## config.mk

```make
export PLATFORM = sky130hd
export DESIGN_NAME = fft_frame_collector_flat
export DESIGN_NICKNAME = d
export VERILOG_FILES = /design/src/rtl/fft_pkg.sv /design/src/rtl/fft_frame_collector_if.sv /design/src/rtl/fft_frame_collector.sv /design/src/flat_wrapper.sv
export SDC_FILE = /design/constraint.sdc
export NUM_CORES = 1
export LEC_CHECK = 0
export ABC_AREA = 1
export BUFFER_PORTS_ARGS = -buffer_cell sky130_fd_sc_hd__buf_4
export CAP_MARGIN = 20
export CORE_MARGIN = 2
export CORE_UTILIZATION = 31
export CTS_CLUSTER_DIAMETER = 150
export DETAILED_ROUTE_END_ITERATION = 10
export PLACE_DENSITY = 0.55
export SYNTH_ARGS = -nofsm -noshare
export SYNTH_HDL_FRONTEND = slang
export SYNTH_SLANG_ARGS = --single-unit
```

## constraint.sdc

```tcl
create_clock -name clk -period 3.2 [get_ports clk]
set_input_delay 0.8 -clock clk [delete_from_list [all_inputs] [get_ports clk]]
set_output_delay 0.8 -clock clk [all_outputs]
set_load 0.01 [all_outputs]
```

## src/rtl/fft_pkg.sv

```systemverilog
// Shared types and defaults for the FFT framing path.
// Provides sample/frame sizing defaults, sample_t and frame_state_e.
package fft_pkg;

    localparam int DEF_SAMPLES = 16;
    localparam int DEF_WIDTH   = 32;

    typedef logic signed [DEF_WIDTH-1:0] sample_t;

    typedef enum logic {
        FILL = 1'b0,
        FULL = 1'b1
    } frame_state_e;

endpackage

```

## src/rtl/fft_frame_collector_if.sv

```systemverilog
// Sample stream in, parallel frame out, both valid/ready.
// Ports: in_data/in_valid/in_ready, frame/frame_valid/frame_ready.
// master = producer/FFT side, slave = the collector.
interface fft_frame_collector_if
    import fft_pkg::*;
#(
    parameter int SAMPLES = DEF_SAMPLES,
    parameter int WIDTH   = DEF_WIDTH
);

    logic [WIDTH-1:0]              in_data;
    logic                          in_valid;
    logic                          in_ready;
    logic [SAMPLES-1:0][WIDTH-1:0] frame;
    logic                          frame_valid;
    logic                          frame_ready;

    modport master (
        output in_data,
        output in_valid,
        output frame_ready,
        input  in_ready,
        input  frame,
        input  frame_valid
    );

    modport slave (
        input  in_data,
        input  in_valid,
        input  frame_ready,
        output in_ready,
        output frame,
        output frame_valid
    );

endinterface

```

## src/rtl/fft_frame_collector.sv

```systemverilog
// Collects SAMPLES beats into a frame; double-buffered (fill + output reg).
// Ports: clk, rst (async, active-low), bus (slave), frames_out (handoffs).
// Option: FFT_FRAME_OVERLAP_EN enables 50% frame overlap.
module fft_frame_collector
    import fft_pkg::*;
#(
    parameter int SAMPLES = DEF_SAMPLES,
    parameter int WIDTH   = DEF_WIDTH
) (
    input  logic                  clk,
    input  logic                  rst,
    fft_frame_collector_if.slave  bus,
    output logic [15:0]           frames_out
);

    localparam int IW   = $clog2(SAMPLES);
    localparam int HALF = SAMPLES / 2;

    localparam logic [IW-1:0] LAST = IW'(SAMPLES - 1);
`ifdef FFT_FRAME_OVERLAP_EN
    localparam logic [IW-1:0] RESTART = IW'(HALF);
`else
    localparam logic [IW-1:0] RESTART = '0;
`endif

    localparam logic [0:0] S_FILL = FILL;
    localparam logic [0:0] S_FULL = FULL;

    logic [0:0]                    r_state;
    logic [IW-1:0]                 r_wr_idx;
    logic [SAMPLES-1:0][WIDTH-1:0] r_fill;
    logic [SAMPLES-1:0][WIDTH-1:0] r_frame;
    logic                          r_frame_valid;
    logic [15:0]                   r_frames_out;

    logic                          w_beat;
    logic                          w_slot_free;
    logic                          w_last;
    logic                          w_xfer;
    logic [SAMPLES-1:0][WIDTH-1:0] w_fill_new;
    logic [SAMPLES-1:0]            w_wen;
    logic [SAMPLES-1:0][WIDTH-1:0] w_wdat;

    assign bus.in_ready    = (r_state == S_FILL);
    assign bus.frame       = r_frame;
    assign bus.frame_valid = r_frame_valid;
    assign frames_out      = r_frames_out;

    assign w_beat      = bus.in_valid & bus.in_ready;
    assign w_slot_free = ~r_frame_valid | bus.frame_ready;
    assign w_last      = w_beat & (r_wr_idx == LAST);
    assign w_xfer      = w_slot_free
                       & ((r_state == S_FULL) | w_last);

    // Fill view including this cycle's beat, so a direct
    // transfer carries the final sample.
    always_comb begin
        w_fill_new = r_fill;
        for (int i = 0; i < SAMPLES; i++) begin
            if (w_beat && r_wr_idx == IW'(i)) begin
                w_fill_new[i] = bus.in_data;
            end
        end
    end

    always_comb begin
        for (int i = 0; i < SAMPLES; i++) begin
            w_wen[i]  = w_beat && (r_wr_idx == IW'(i));
            w_wdat[i] = bus.in_data;
        end
`ifdef FFT_FRAME_OVERLAP_EN
        // Upper half slides down to seed the next frame.
        for (int i = 0; i < HALF; i++) begin
            if (w_xfer) begin
                w_wen[i]  = 1'b1;
                w_wdat[i] = w_fill_new[i+HALF];
            end
        end
`endif
    end

    always_ff @(posedge clk or negedge rst) begin
        if (!rst) begin
            r_fill <= '0;
        end else begin
            for (int i = 0; i < SAMPLES; i++) begin
                if (w_wen[i]) begin
                    r_fill[i] <= w_wdat[i];
                end
            end
        end
    end

    always_ff @(posedge clk or negedge rst) begin
        if (!rst) begin
            r_wr_idx <= '0;
        end else if (w_xfer) begin
            r_wr_idx <= RESTART;
        end else if (w_beat) begin
            r_wr_idx <= r_wr_idx + 1'b1;
        end
    end

    always_ff @(posedge clk or negedge rst) begin
        if (!rst) begin
            r_state <= S_FILL;
        end else begin
            case (r_state)
                S_FILL: begin
                    if (w_last && !w_slot_free) begin
                        r_state <= S_FULL;
                    end
                end
                default: begin
                    if (w_slot_free) begin
                        r_state <= S_FILL;
                    end
                end
            endcase
        end
    end

    always_ff @(posedge clk or negedge rst) begin
        if (!rst) begin
            r_frame       <= '0;
            r_frame_valid <= 1'b0;
            r_frames_out  <= '0;
        end else if (w_xfer) begin
            r_frame       <= w_fill_new;
            r_frame_valid <= 1'b1;
            r_frames_out  <= r_frames_out + 16'd1;
        end else if (bus.frame_ready) begin
            r_frame_valid <= 1'b0;
        end
    end

endmodule

```

## src/flat_wrapper.sv

```systemverilog
// flat-port wrapper written by rule: the top's interface ports become plain ports
module fft_frame_collector_flat import fft_pkg::*;
#(
    parameter int SAMPLES = DEF_SAMPLES,
    parameter int WIDTH   = DEF_WIDTH
)
  (clk, rst, frames_out, bus_in_data, bus_in_valid, bus_frame_ready, bus_in_ready, bus_frame, bus_frame_valid);
  fft_frame_collector_if #(.SAMPLES(SAMPLES), .WIDTH(WIDTH)) bus_i ();
  input  logic clk;
  input  logic rst;
  output logic [15:0] frames_out;
  input wire logic [$bits(bus_i.in_data)-1:0] bus_in_data;
  input wire logic [$bits(bus_i.in_valid)-1:0] bus_in_valid;
  input wire logic [$bits(bus_i.frame_ready)-1:0] bus_frame_ready;
  output wire logic [$bits(bus_i.in_ready)-1:0] bus_in_ready;
  output wire logic [$bits(bus_i.frame)-1:0] bus_frame;
  output wire logic [$bits(bus_i.frame_valid)-1:0] bus_frame_valid;
  assign bus_i.in_data = bus_in_data;
  assign bus_i.in_valid = bus_in_valid;
  assign bus_i.frame_ready = bus_frame_ready;
  assign bus_in_ready = bus_i.in_ready;
  assign bus_frame = bus_i.frame;
  assign bus_frame_valid = bus_i.frame_valid;
  fft_frame_collector #(.SAMPLES(SAMPLES), .WIDTH(WIDTH)) u_core (.clk(clk), .rst(rst), .bus(bus_i), .frames_out(frames_out));
endmodule
```

==> Word-level counts from Yosys, hierarchy flattened <==
Index checks and enable logic that the tools add are counted.
{ "op_classes": {"addsub": 2, "multipliers": 0, "n_div": 0, "n_lt_le_gt_ge": 0, "eq_ne": 15, "shifts": 0, "n_mux": 23, "bitwise_logic": 7, "n_reduce_logical": 21} }
{ "ops": {"columns": ["cell", "count"], "rows": [
  ["$mux 32", 16],
  ["$eq 4x4->1 const B", 8],
  ["$logic_and 1x1->1", 17],
  ["$add 16x1->16 const B", 1],
  ["$eq 4x3->1 const B", 4],
  ["$eq 4x2->1 const B", 2],
  ["$mux 4", 2],
  ["$mux 1", 5],
  ["$add 4x1->4 const B", 1],
  ["$eq 4x1->1 const B", 1],
  ["$logic_not 4->1", 1],
  ["$reduce_bool 2->1", 2],
  ["$and 1x1->1", 3],
  ["$not 1->1", 2],
  ["$or 1x1->1", 2],
  ["$logic_not 1->1", 1]
]} }
{ "word_totals": {"register_bits": 1046, "latchBits": 0, "ram_bits": 0, "romBits": 0, "input_bits": 36, "output_inout_bits": 530, "word_cells": 104, "memories": 0} }

==> Depth between registers and ports, before layout <==
{ "logic_depth": {"ltp_word": 6, "depth_mapped": 11} }

==> Worst setup path after synthesis <==
No wires, ideal clock.
{ "synth_timing": {"kind": "input -> register", "startpoint": "in bus_in_valid", "endpoint": "reg u_core.r_frame, in the netlist u_core.bus.frame[1]", "setup_time_ns": 0.117, "t_arrival_ns": 1.866, "t_required_ns": 3.083, "slack_ns": 1.217, "cell_stages": 9, "path_buffers": 2, "cell_sequence": "inv_1 > nor2_2 > buf_2 > nand3_2 > clkbuf_1 > nand2_1 > o21ai_0 > nand2_1 > nand2_1"} }
{ "synth_rtl": {"columns": ["element", "line", "rtl"], "rows": [
  ["from (decl)", "flat_wrapper.sv:13", "input wire logic [$bits(bus_i.in_valid)-1:0] bus_in_valid;"],
  ["to (signal assigned)", "fft_frame_collector.sv:129", "r_frame <= w_fill_new;"],
  ["to (decl)", "fft_frame_collector.sv:32", "logic [SAMPLES-1:0][WIDTH-1:0] r_frame;"]
]} }

==> metrics.yaml <==
status: "completed"
rsz0062_at_grt: "false"
p_leak_nw: 26.7
clk_latency_ns: 0.71
post_drt_wl_per_cell_um: 20.9
portBuffers: 565
first_iter_violations: 2924
yosys_warnings: 0
crit_path_start_kind: "flop"
tritoncts: "done"
ctsResizeCount: 0
dp_cells: 6366
synth_top_area_cell: "dfrtp_1"
clock_skew_ns: 0.0308
yosysMostFrequentCell: "nand2_1"
synth_compound_area_frac: 0.0661
cts_sinks: 1046
fin_crit_ns: 2.33
fin_tns_setup_ns: 0
syn-num-nets: 4376
synth.cell_area_um2: 39500
start_util: 0.313
yosys.area_share.simple: 0.234
finalCritPeriodShare: 0.727
grt_usage: 0.208
nets: 4872
via_per_inst: 4.68
synth_edf_count: 0
crit_path_end_kind: "flop"
ys_ff_latch: 1046
cap_violations: 0
nFillCells: 12700
finalSetupViolCount: 0
grt_pass1_wl_mm: 203
synth_mux_area_frac: 0
synthAdderAreaFrac: 0.00158
drive_above_1_share: 0.176
cts_root_buf: "clkbuf_16"
syn_area_per_cell_um2: 9.11
synthXorXnorAreaFrac: 0.000666
syn_inst: 4335
worst_slew_pin_slew_ns: 0.834
syn2layout_area_growth_pct: 25.7
htreeDepth: 3
synth_top_family_by_area: "simple AND/OR/NAND/NOR gates"
totalWireLength_mm: 137
grt_max_degree: 126
cts_hold_buf: 0
dieHeight_um: 361
slew_headroom: 0.444
num_rows: 130
synth_ff_type: "dfrtp_1"
grt_pass1_vias: 30100
yosys-top-cells-area: "dfrtp_1 (66%), nand2_1 (22%), o21ai_0 (6.4%)"
synth_top_area_frac: 0.663
clkTransAtPathRegs_ns: 0.06
fmax_mhz: 430
die-area_um2: 130000
min_path_type: "input pin to asynchronous set/reset pin"
antenna_found_initial: 9
busiest_layer: "met2"
via_count: 30800
overflow: 0
grt_util_met2: 0.311
cts_setup_buffers: 0
hpwlAfterDp_mm: 88.5
detail-route-antenna-nets: 0
arrival_ns: 2.96
final_cells: 6579
met1_usage: 0.297
powerDensity_nw_per_um2: 977
first_pass_iters: 5
die_w_um: 361
drc: 0
yosysSeqAreaShare: 0.663
grt_util_met3: 0.0443
cp.required_ns: 3.83
async_flop_share: 1.00
final-hold-violation-count: 0
core-area_um2: 126000
timing.final.max_slew_violations: 0
synth_commonest_cells: "nand2_1 (2366), dfrtp_1 (1046), o21ai_0 (507), clkbuf_1 (218), inv_1 (51)"
max-vdd-ir-drop_uv: 514
place.gp.congestion: 0.783
clockBufferDepth: 3
criticalPathCategory: "flop to flop"
crit_path_max_fanout: 42
cts_buffers: 113
ios: 566
seqCellArea_um2: 26200
synth.distinct_cells: 22
multi_input_area_um2: 12000
==> stage by stage <==
step	power (W)	setup slack, ns	area [µm²]	util	hold WS (ns)
floorplan	0.0278	1.22	39500	-	0.445
global placement	0.0352	0.531	45900	0.364	0.459
detailed placement	0.0355	0.527	45900	0.364	0.463
CTS	0.0490	0.794	49600	0.394	0.0285
global route	0.0516	0.767	49600	0.394	0.0580
finish	0.0485	0.875	49600	0.394	0.0730
==> area by class of cell <==
| class | instances | area share |
|---|---|---|
| Antenna cell | 5 | 0.000252 |
| Multi-Input combinational cell | 2958 | 0.242 |
| Tap cell | 1650 | 0.0416 |
| Clock buffer | 163 | 0.0658 |
| Timing Repair Buffer | 660 | 0.109 |
| Clock inverter | 45 | 0.00943 |
| Inverter | 52 | 0.00393 |
| Sequential cell | 1046 | 0.527 |
==> where the power goes <==
group	internal (W)	switching, W
Sequential	0.0186	0.00292
Combinational	0.00565	0.00816
Clock	0.00764	0.00554
==> worst max-delay path, stage by stage, from the launching register on <==
cell and delay [ns]:
dfrtp_1 0.53, nand2_4 0.36, buf_4 0.40, nor2_2 0.23, buf_4 0.30, nand2_1 0.08, nand2_1 0.14, nand2_1 0.08
nand2_1 0.07
==> final timing paths <==
path / end / slack (ns) / depth (start not counted) / start
setup / recovery: u_core.bus.frame[287]$_DFFE_PN0P_ / 0.87 / 8 / u_core.r_wr_idx[3]$_DFFE_PN0P_
hold / removal: u_core.r_fill[130]$_DFF_PN0_ / 0.07 / 1 / rst
setup reg to reg: u_core.bus.frame[287]$_DFFE_PN0P_ / 0.87 / 8 / u_core.r_wr_idx[3]$_DFFE_PN0P_
hold reg to reg: u_core.r_fill[226]$_DFF_PN0_ / 0.47 / 2 / u_core.r_fill[226]$_DFF_PN0_
max in group asynchronous: u_core.frames_out[2]$_DFFE_PN0P_ / 2.03 / 3 / rst
min in group clk: u_core.r_fill[351]$_DFF_PN0_ / 0.47 / 3 / bus_in_data[31]
==> state kept, by name (all words and copies together) (netlist names) <==
signal,cells
u_core.r_state,1
u_core.bus.frame,512
u_core.bus.frame_valid,1
u_core.r_fill,512
u_core.r_wr_idx,4
u_core.frames_out,16
==> routing by layer <==
metal | part of all wire | vias up
li1 | - | 14500
met3 | 0.072 | 190
met1 | 0.45 | 15100
met5 | 0.00039 | -
met4 | 0.033 | 8
met2 | 0.44 | 986
==> placed cells by master (no fill, tap or decap), types with 3 or more instances in the layout <==
cell	synthesis	layout
nand4_1	4	4
clkbuf_16	0	113
clkbuf_1	218	25
ha_1	5	5
clkinv_2	0	26
clkinvlp_4	0	3
nand3b_1	6	6
inv_1	51	51
buf_12	0	37
nand3_1	8	8
nor2_4	0	3
nand2_4	0	3
buf_4	0	622
nor2_1	31	26
clkbuf_8	0	25
o21ai_0	507	507
nand2_1	2366	2359
nand3_2	7	6
o21ai_1	14	14
dfrtp_1	1046	1046
diode_2	0	5
nand2_2	0	4
bufinv_16	0	7
nor2_2	3	5
inv_6	0	4
==> kinds of logic (layout without fill, tap and decap cells) <==
kind of cell / after synthesis / in the layout
AO/OA/AOI/OAI: 521 / 521
buffers and inverters: 331 / 920
AND/OR/NAND/NOR: 2429 / 2429
adder cells (fa/ha/maj): 5 / 5
flip-flops: 1046 / 1046
XOR/XNOR: 3 / 3
other: 0 / 5
Note: power is estimated with default switching activity, not from simulation.
